### src/rtl/csr_file_pkg.sv
// csr_file_pkg: CSR addresses, mstatus/mie bit positions and struct hookup types.
// Shared by csr_file and its counter sub-module.
// Optional counters are controlled by the CSR_COUNTERS_EN macro in csr_file.
package csr_file_pkg;

  // Machine-mode CSR addresses
  localparam logic [11:0] CSR_MSTATUS   = 12'h300;
  localparam logic [11:0] CSR_MISA      = 12'h301;
  localparam logic [11:0] CSR_MIE       = 12'h304;
  localparam logic [11:0] CSR_MTVEC     = 12'h305;
  localparam logic [11:0] CSR_MSCRATCH  = 12'h340;
  localparam logic [11:0] CSR_MEPC      = 12'h341;
  localparam logic [11:0] CSR_MCAUSE    = 12'h342;
  localparam logic [11:0] CSR_MTVAL     = 12'h343;
  localparam logic [11:0] CSR_MIP       = 12'h344;
  localparam logic [11:0] CSR_MHARTID   = 12'hF14;
  localparam logic [11:0] CSR_MCYCLE    = 12'hB00;
  localparam logic [11:0] CSR_MCYCLEH   = 12'hB80;
  localparam logic [11:0] CSR_MINSTRET  = 12'hB02;
  localparam logic [11:0] CSR_MINSTRETH = 12'hB82;
  localparam logic [11:0] CSR_CYCLE     = 12'hC00;
  localparam logic [11:0] CSR_CYCLEH    = 12'hC80;
  localparam logic [11:0] CSR_INSTRET   = 12'hC02;
  localparam logic [11:0] CSR_INSTRETH  = 12'hC82;

  // mstatus / mie / mip bit positions
  localparam int MSTATUS_MIE  = 3;
  localparam int MSTATUS_MPIE = 7;
  localparam int IRQ_MSI      = 3;
  localparam int IRQ_MTI      = 7;
  localparam int IRQ_MEI      = 11;
  localparam logic [31:0] MIE_MASK = 32'h0000_0888;

  // Struct views of the top-level ports for struct-based hookup
  typedef struct packed {
    logic [11:0] raddr;
    logic        wen;
    logic [11:0] waddr;
    logic [31:0] wdata;
    logic        exc;
    logic        intr;
    logic [3:0]  ecause;
    logic [31:0] epc;
    logic [31:0] etval;
    logic        mret;
    logic        retire;
    logic        meip;
    logic        mtip;
    logic        msip;
  } csr_file_in_type;

  typedef struct packed {
    logic [31:0] rdata;
    logic        illegal;
    logic        irq;
    logic [31:0] tvec;
    logic [31:0] mepc;
  } csr_file_out_type;

  // mtvec keeps only direct (00) or vectored (01) mode; 1x collapses to direct
  function automatic logic [31:0] legal_mtvec(input logic [31:0] v);
    return {v[31:2], 1'b0, (v[1] ? 1'b0 : v[0])};
  endfunction

endpackage

### src/rtl/csr_file_counter.sv
// csr_counter: 64-bit counter with increment enable and per-half write enables.
// A write replaces the addressed half and suppresses the increment for that cycle.
// Carry from low to high word is applied in the same cycle; wraps at 2^64.
module csr_counter (
  input  logic        clock,
  input  logic        reset,
  input  logic        inc,
  input  logic        wen_lo,
  input  logic        wen_hi,
  input  logic [31:0] wdata,
  output logic [63:0] count
);

  logic [63:0] count_q;
  logic [63:0] count_d;

  // Write has priority over increment; untouched half holds
  always_comb begin
    count_d = count_q;
    if (wen_lo || wen_hi) begin
      if (wen_lo) count_d[31:0]  = wdata;
      if (wen_hi) count_d[63:32] = wdata;
    end else if (inc) begin
      count_d = count_q + 64'd1;
    end
  end

  // Counter state with synchronous reset
  always_ff @(posedge clock) begin
    if (reset) count_q <= 64'd0;
    else       count_q <= count_d;
  end

  assign count = count_q;

endmodule

### src/rtl/csr_file.sv
// csr_file: machine-mode CSR storage, trap entry/mret, irq decision, optional counters.
// Reads are combinational (zero latency); writes visible the cycle after wen, no bypass.
// Counters (mcycle/minstret + user aliases) exist only when CSR_COUNTERS_EN is defined.
module csr_file
  import csr_file_pkg::*;
#(
  parameter logic [31:0] HARTID = 32'd0,
  parameter logic [31:0] MISA   = 32'h4000_0100
) (
  input  logic        reset,
  input  logic        clock,
  input  logic [11:0] raddr,
  output logic [31:0] rdata,
  output logic        illegal,
  input  logic        wen,
  input  logic [11:0] waddr,
  input  logic [31:0] wdata,
  input  logic        exc,
  input  logic        intr,
  input  logic [3:0]  ecause,
  input  logic [31:0] epc,
  input  logic [31:0] etval,
  input  logic        mret,
  input  logic        retire,
  input  logic        meip,
  input  logic        mtip,
  input  logic        msip,
  output logic        irq,
  output logic [31:0] tvec,
  output logic [31:0] mepc_o
);

  logic        mie_bit_q, mie_bit_d;
  logic        mpie_q, mpie_d;
  logic [31:0] mie_q, mie_d;
  logic [31:0] mtvec_q, mtvec_d;
  logic [31:0] mscratch_q, mscratch_d;
  logic [31:0] mepc_q, mepc_d;
  logic [31:0] mcause_q, mcause_d;
  logic [31:0] mtval_q, mtval_d;

  logic [31:0] mstatus_rd;
  logic [31:0] mip_rd;
  logic        csr_we;
  logic [31:0] tvec_base;

  // A trap or mret in the same cycle discards the CSR write entirely
  assign csr_we     = wen & ~exc & ~mret;
  assign mstatus_rd = {19'd0, 2'b11, 3'd0, mpie_q, 3'd0, mie_bit_q, 3'd0};
  assign mip_rd     = {20'd0, meip, 3'd0, mtip, 3'd0, msip, 3'd0};

`ifdef CSR_COUNTERS_EN
  logic [63:0] mcycle;
  logic [63:0] minstret;

  csr_counter u_mcycle (
    .clock  (clock),
    .reset  (reset),
    .inc    (1'b1),
    .wen_lo (csr_we && (waddr == CSR_MCYCLE)),
    .wen_hi (csr_we && (waddr == CSR_MCYCLEH)),
    .wdata  (wdata),
    .count  (mcycle)
  );

  csr_counter u_minstret (
    .clock  (clock),
    .reset  (reset),
    .inc    (retire),
    .wen_lo (csr_we && (waddr == CSR_MINSTRET)),
    .wen_hi (csr_we && (waddr == CSR_MINSTRETH)),
    .wdata  (wdata),
    .count  (minstret)
  );
`else
  logic unused_retire;
  assign unused_retire = retire;
`endif

  // Combinational read decode; unimplemented addresses flag illegal and read 0
  always_comb begin
    rdata   = 32'd0;
    illegal = 1'b0;
    case (raddr)
      CSR_MSTATUS:  rdata = mstatus_rd;
      CSR_MISA:     rdata = MISA;
      CSR_MIE:      rdata = mie_q;
      CSR_MTVEC:    rdata = mtvec_q;
      CSR_MSCRATCH: rdata = mscratch_q;
      CSR_MEPC:     rdata = mepc_q;
      CSR_MCAUSE:   rdata = mcause_q;
      CSR_MTVAL:    rdata = mtval_q;
      CSR_MIP:      rdata = mip_rd;
      CSR_MHARTID:  rdata = HARTID;
`ifdef CSR_COUNTERS_EN
      CSR_MCYCLE,   CSR_CYCLE:    rdata = mcycle[31:0];
      CSR_MCYCLEH,  CSR_CYCLEH:   rdata = mcycle[63:32];
      CSR_MINSTRET, CSR_INSTRET:  rdata = minstret[31:0];
      CSR_MINSTRETH, CSR_INSTRETH: rdata = minstret[63:32];
`endif
      default:      illegal = 1'b1;
    endcase
  end

  // Next-state: trap entry beats mret beats a CSR write
  always_comb begin
    mie_bit_d  = mie_bit_q;
    mpie_d     = mpie_q;
    mie_d      = mie_q;
    mtvec_d    = mtvec_q;
    mscratch_d = mscratch_q;
    mepc_d     = mepc_q;
    mcause_d   = mcause_q;
    mtval_d    = mtval_q;
    if (exc) begin
      mepc_d    = {epc[31:2], 2'b00};
      mcause_d  = {intr, 27'd0, ecause};
      mtval_d   = etval;
      mpie_d    = mie_bit_q;
      mie_bit_d = 1'b0;
    end else if (mret) begin
      mie_bit_d = mpie_q;
      mpie_d    = 1'b1;
    end else if (csr_we) begin
      case (waddr)
        CSR_MSTATUS: begin
          mie_bit_d = wdata[MSTATUS_MIE];
          mpie_d    = wdata[MSTATUS_MPIE];
        end
        CSR_MIE:      mie_d      = wdata & MIE_MASK;
        CSR_MTVEC:    mtvec_d    = legal_mtvec(wdata);
        CSR_MSCRATCH: mscratch_d = wdata;
        CSR_MEPC:     mepc_d     = {wdata[31:2], 2'b00};
        CSR_MCAUSE:   mcause_d   = wdata;
        CSR_MTVAL:    mtval_d    = wdata;
        default: ;
      endcase
    end
  end

  // CSR state registers; reset overrides every other input
  always_ff @(posedge clock) begin
    if (reset) begin
      mie_bit_q  <= 1'b0;
      mpie_q     <= 1'b0;
      mie_q      <= 32'd0;
      mtvec_q    <= 32'd0;
      mscratch_q <= 32'd0;
      mepc_q     <= 32'd0;
      mcause_q   <= 32'd0;
      mtval_q    <= 32'd0;
    end else begin
      mie_bit_q  <= mie_bit_d;
      mpie_q     <= mpie_d;
      mie_q      <= mie_d;
      mtvec_q    <= mtvec_d;
      mscratch_q <= mscratch_d;
      mepc_q     <= mepc_d;
      mcause_q   <= mcause_d;
      mtval_q    <= mtval_d;
    end
  end

  // Vectored mode offsets only interrupts by 4*cause; exceptions go to base
  assign tvec_base = {mtvec_q[31:2], 2'b00};
  assign tvec      = (mtvec_q[1:0] == 2'b01 && intr) ? tvec_base + {26'd0, ecause, 2'b00}
                                                     : tvec_base;
  assign irq       = mie_bit_q & (|(mip_rd & mie_q));
  assign mepc_o    = mepc_q;

endmodule

### config.mk
export PLATFORM = sky130hd
export DESIGN_NAME = csr_file
export DESIGN_NICKNAME = d
export VERILOG_FILES = /design/src/rtl/csr_file_pkg.sv /design/src/rtl/csr_file_counter.sv /design/src/rtl/csr_file.sv
export SDC_FILE = /design/constraint.sdc
export NUM_CORES = 1
export LEC_CHECK = 0
export CAP_MARGIN = 10
export CORE_MARGIN = 3
export CORE_UTILIZATION = 50
export DETAILED_ROUTE_END_ITERATION = 16
export HOLD_SLACK_MARGIN = 0.08
export PLACE_DENSITY = 0.83
export SLEW_MARGIN = 40
export SYNTH_ARGS = -nofsm -noshare
export SYNTH_HDL_FRONTEND = slang
export SYNTH_HIERARCHICAL = 1
export SYNTH_SLANG_ARGS = --single-unit
### constraint.sdc
create_clock -name clock -period 4.03 [get_ports clock]
set_input_delay 0.806 -clock clock [delete_from_list [all_inputs] [get_ports clock]]
set_output_delay 0.806 -clock clock [all_outputs]
set_load 0.01 [all_outputs]
# Word level (Yosys, flattened, before mapping)
# Index checks and enable logic that the tools add are counted.
# Widths: inputs -> output; s select.
word_totals:
  regBits: 162
  input_bits: 134
  out_inout_bits: 98
  elab_cells: 78
classes:
  add_sub_neg: 1
  eq_ne: 18
  n_mux: 23
  n_bitwise: 6
  reduce_logical: 21
op_table:
  columns: ["operator", "count"]
  rows:
  - ["$mux 32", 13]
  - ["$pmux 32 s9", 1]
  - ["$eq 12x10->1 const B", 16]
  - ["$add 32x6->32", 1]
  - ["$reduce_or 32->1", 1]
  - ["$and 12x12->12", 1]
  - ["$eq 12x12->1 const B", 1]
  - ["$reduce_and 3->1", 4]
  - ["$reduce_and 4->1", 3]
  - ["$reduce_bool 2->1", 6]
  - ["$reduce_or 10->1", 1]
  - ["$mux 1", 9]
  - ["$reduce_bool 3->1", 2]
  - ["$reduce_and 2->1", 2]
  - ["$and 1x1->1", 3]
  - ["$ne 2x2->1 const B", 1]
  - ["$not 1->1", 2]
  - ["$reduce_or 2->1", 1]
  - ["$logic_and 1x1->1", 1]

# Depth between registers and ports, before layout
logic_depth:
  ltp_word: 6
  ltp_mapped: 8
  depth_no_buf: 7

# Worst setup path before layout
# OpenSTA, ideal clock, no wires.
synth_timing:
  path_type: "in2out"
  startpoint: "in ecause[0]"
  endpoint: "out tvec[28]"
  arrival_time_ns: 2.364
  t_required_ns: 3.224
  slack_ns: 0.860
  cell_stages: 7
  path_buffers: 0
  path_cell_list: "ha_1 > fa_1 > a21o_1 > a21oi_1 > or3_1 > nor3_1 > xor2_1"
synth_via:
  elab_chain_len: 2
synth_rtl:
  columns: ["item", "line", "rtl"]
  rows:
  - ["start: declaration", "csr_file.sv:20", "input logic [3:0] ecause,"]
  - ["$add 32x6->32", "csr_file.sv:166", "assign tvec = (mtvec_q[1:0] == 2'b01 && intr) ? tvec_base + {26'd0, ecause, 2'b00}"]
  - ["$mux 32", "csr_file.sv:166", null]
  - ["end: declaration", "csr_file.sv:29", "output logic [31:0] tvec,"]
# No other way between the ends.

# Worst setup path in the final report
layout_timing:
  startpoint: "in ecause[0]"
  endpoint: "out tvec[26]"
# The elaborated chain is that of the path after synthesis.

==> impl_metrics.ini <==
[sta]
final.setup_skew_ns = 0.00323
hold_viol_final = 0
min_period_ns = 3.94
whs_ns = 0.449
maxClockFrequency_mhz = 254
final.setup.tns_ns = 0
period_share_pct = 97.8
rsz0062_at_grt = no
setup_violations = 0
relSlewSlack_pct = 46.6
slew_violations = 0
tightestPinTransition_ns = 0.801

[power_and_ir_drop]
netSwitchingFraction_pct = 24.2
p_int_mw = 3.00
leakage_nw = 4.57
ir_drop_uv = 316
total_power_mw = 3.95
pwr-share-seq_pct = 42.6
p_comb_share_pct = 12.7
power.switching_mw = 0.956
p_clk_share_pct = 44.7
powerDensity_nw_per_um2 = 326

[final_layout]
finalCoreUtilization_pct = 70.2
fillerInstances = 1354
final_cells = 1544
nets = 1444
syn2layout_area_growth_pct = 37.0
drive_gt1_share_pct = 12.3

[synth]
ys_types = 60
synthTopCellsByCount = nand2_1, dfxtp_1, a21oi_1, clkbuf_1
yosysTopAreaCell = dfxtp_1
synth_fa_ha_area_share_pct = 0.791
ys_async_sr_fraction_pct = 0
yosys_warnings = 6
ys_seq_area_share_pct = 36.6
syn_avg_cell_area_um2 = 8.09
synth_ff_type = dfxtp_1
synth_top_family_by_area = simple AND/OR/NAND/NOR gates
ys_ff_latch = 162
synth_top_cell_area_share_pct = 36.6
synthMostInstantiatedCell = nand2_1
synth_area_leaders = dfxtp_1, nand2_1, mux2i_1, a21oi_1, a2111oi_2
synthCells = 1095
synthMuxAreaShare_pct = 8.01
synth-compound-area-share_pct = 22.5
synthXorXnorAreaFrac_pct = 2.77
syn_area_um2 = 8860
synth_edf_count = 0
synthSimpleGateAreaFrac_pct = 22.9

[clock_network]
cts-root-buf = clkbuf_16
cts.sinks = 162
clock_path_buffers = 2
tritoncts = done
clk_latency_ns = 0.42
clk_pin_slew_ns = 0.06
holdBufCountCts = 0
cts_made_buffers = 17
htree_levels = 4

[setup_path]
critPathCaptureType = output port
cp_cell_sequence = clkdlybuf4s50_1, ha_2, fa_2, a21o_1, a21oi_2, buf_4, or3_4, nor3_4, xor2_1, dlygate4sd2_1
r2r_slack_ns = 3.11
crit_slowest_cell = clkdlybuf4s50_1
reg2reg_from = mie_bit_q
timing.rr.end = mie_bit_q
critPathMaxFanout = 5
max_stage_delay_ns = 0.51
cp-start-kind = input port
worstSetupStartpoint = ecause[0]
worstSetupPathType = in2out
worstPathArrival_ns = 3.13
crit_required_ns = 3.22
r2r_cells = 3
crit_end = tvec[26]

[min_path]
hold_class = reg2reg

[run]
maxCapViolCount = 0

[global_route]
grt_max_degree = 170
grtUsageMet3_pct = 7.07
grt_pass1_vias = 9124
busiest_layer = met2
grt_first_pass_wirelength_um = 49500
grt_remaining_overflow = 0
use_met1_pct = 43.2
grt_usage_pct = 31.6
grt_antenna_before_repair = 2
grtUsageMet2_pct = 49.0

[placed_design]
gp_congestion = 0.908
place_hpwl_um = 21700
place_inst = 1508
io_buffers = 224

[floorplanning]
die_w_um = 139
num_rows = 48
coreArea_um2 = 17300
ioPinCount = 232
fp.dieH_um = 139
initial_core_util_pct = 51.2
dieArea_um2 = 19400

[route]
ant_nets = 0
drt-wirelength-per-cell_um = 20.6
vias_per_cell = 6.14
wirelength_um = 31800
drtIter0Drc = 1108
firstDrtPassIters = 5
num_vias = 9479
route.detailed.drc = 0

[run_status]
run_status = complete, no violations
-- timing repair --
action	in CTS	in global routing
endpoints found under the hold margin	0	0
endpoints found under the setup margin	22	15
buffers inserted	2	1
resized for setup	30	21
pin swaps	3	0
-- power groups by stage --
stage                     clock [mW]  sequential, mW  combinational (mW)
after CTS                       1.77            1.68               0.494
after floorplan                    0            1.72               0.224
after detailed placement           0            1.72               0.490
final                           1.77            1.68               0.501
after global routing            1.83            1.69               0.536
after global placement             0            1.72               0.482
-- final cells by class --
cell class | count | area (um2) | share of cell area (%)
clock inverter | 12 | 179 | 1.47
inverter | 35 | 131 | 1.08
tap | 225 | 282 | 2.32
multi-input combinational | 805 | 5120 | 42.2
timing repair buffer | 284 | 2710 | 22.4
antenna | 1 | 2.50 | 0.0206
clock buffer | 20 | 467 | 3.85
sequential | 162 | 3240 | 26.7
-- cell usage in the layout (no fill, tap or decap), types with 12 or more instances in the layout --
cell type        instances
a2111oi_2               28
a21oi_1                 96
a221oi_1                31
a22o_1                  21
a31oi_1                 32
buf_4                   57
clkbuf_16               17
clkdlybuf4s50_1        195
dfxtp_1                162
dlygate4sd2_1           17
inv_1                   35
mux2i_1                 57
nand2_1                234
nor2_1                  56
nor2b_1                 39
nor3_1                  41
o22ai_1                 22
xnor2_1                 12
xor2_1                  16
-- sequential cells by signal, indices dropped and copies added, names as in the netlist --
register    count
mtval_q        32
mcause_q       32
mpie_q          1
mtvec_q        31
mie_bit_q       1
mscratch_q     32
mepc_o         30
mie_q           3
-- how the worst min path moves through the flow --
stage / endpoint / slack, ns / from / depth (start not counted)
2_1_floorplan: mcause_q[23] / 0.43 / mcause_q[23] / 2
3_3_place_gp: mcause_q[25] / 0.44 / mcause_q[25] / 2
3_5_place_dp: mcause_q[7] / 0.44 / mcause_q[7] / 2
4_1_cts: mcause_q[30] / 0.45 / mcause_q[30] / 2
5_1_grt: mcause_q[4] / 0.47 / mcause_q[4] / 2
6_report: mcause_q[23] / 0.45 / mcause_q[23] / 2
-- metrics by stage --
stage / area (um2) / setup WS [ns]
after floorplan: 8870 / 0.860
after global placement: 11500 / -0.393
after detailed placement: 11500 / -0.404
after CTS: 12100 / 0.0112
after global routing: 12100 / 0.00209
final: 12100 / 0.0903
-- layer usage --
layer  vias to the layer above  share of wire, %
li1                       4336                 -
met1                      4489                41
met2                       581                45
met3                        71                11
met4                         2               2.8
met5                         -             0.041
-- logic make-up after synthesis --
logic type	after synthesis
multiplexers	66
other	1
flip-flops	162
buffers and inverters	131
adder cells (fa/ha/maj)	5
XOR/XNOR	28
AO/OA/AOI/OAI	269
AND/OR/NAND/NOR	433
-- critical path: cells and delay by family --
kind	cells	cell delay, ns
buf+inv	3	0.93
fa+ha+maj	2	0.42
xor+xnor	1	0.17
compound gates	2	0.21
simple gates	2	0.59
Power figures use the tool's default switching activity.
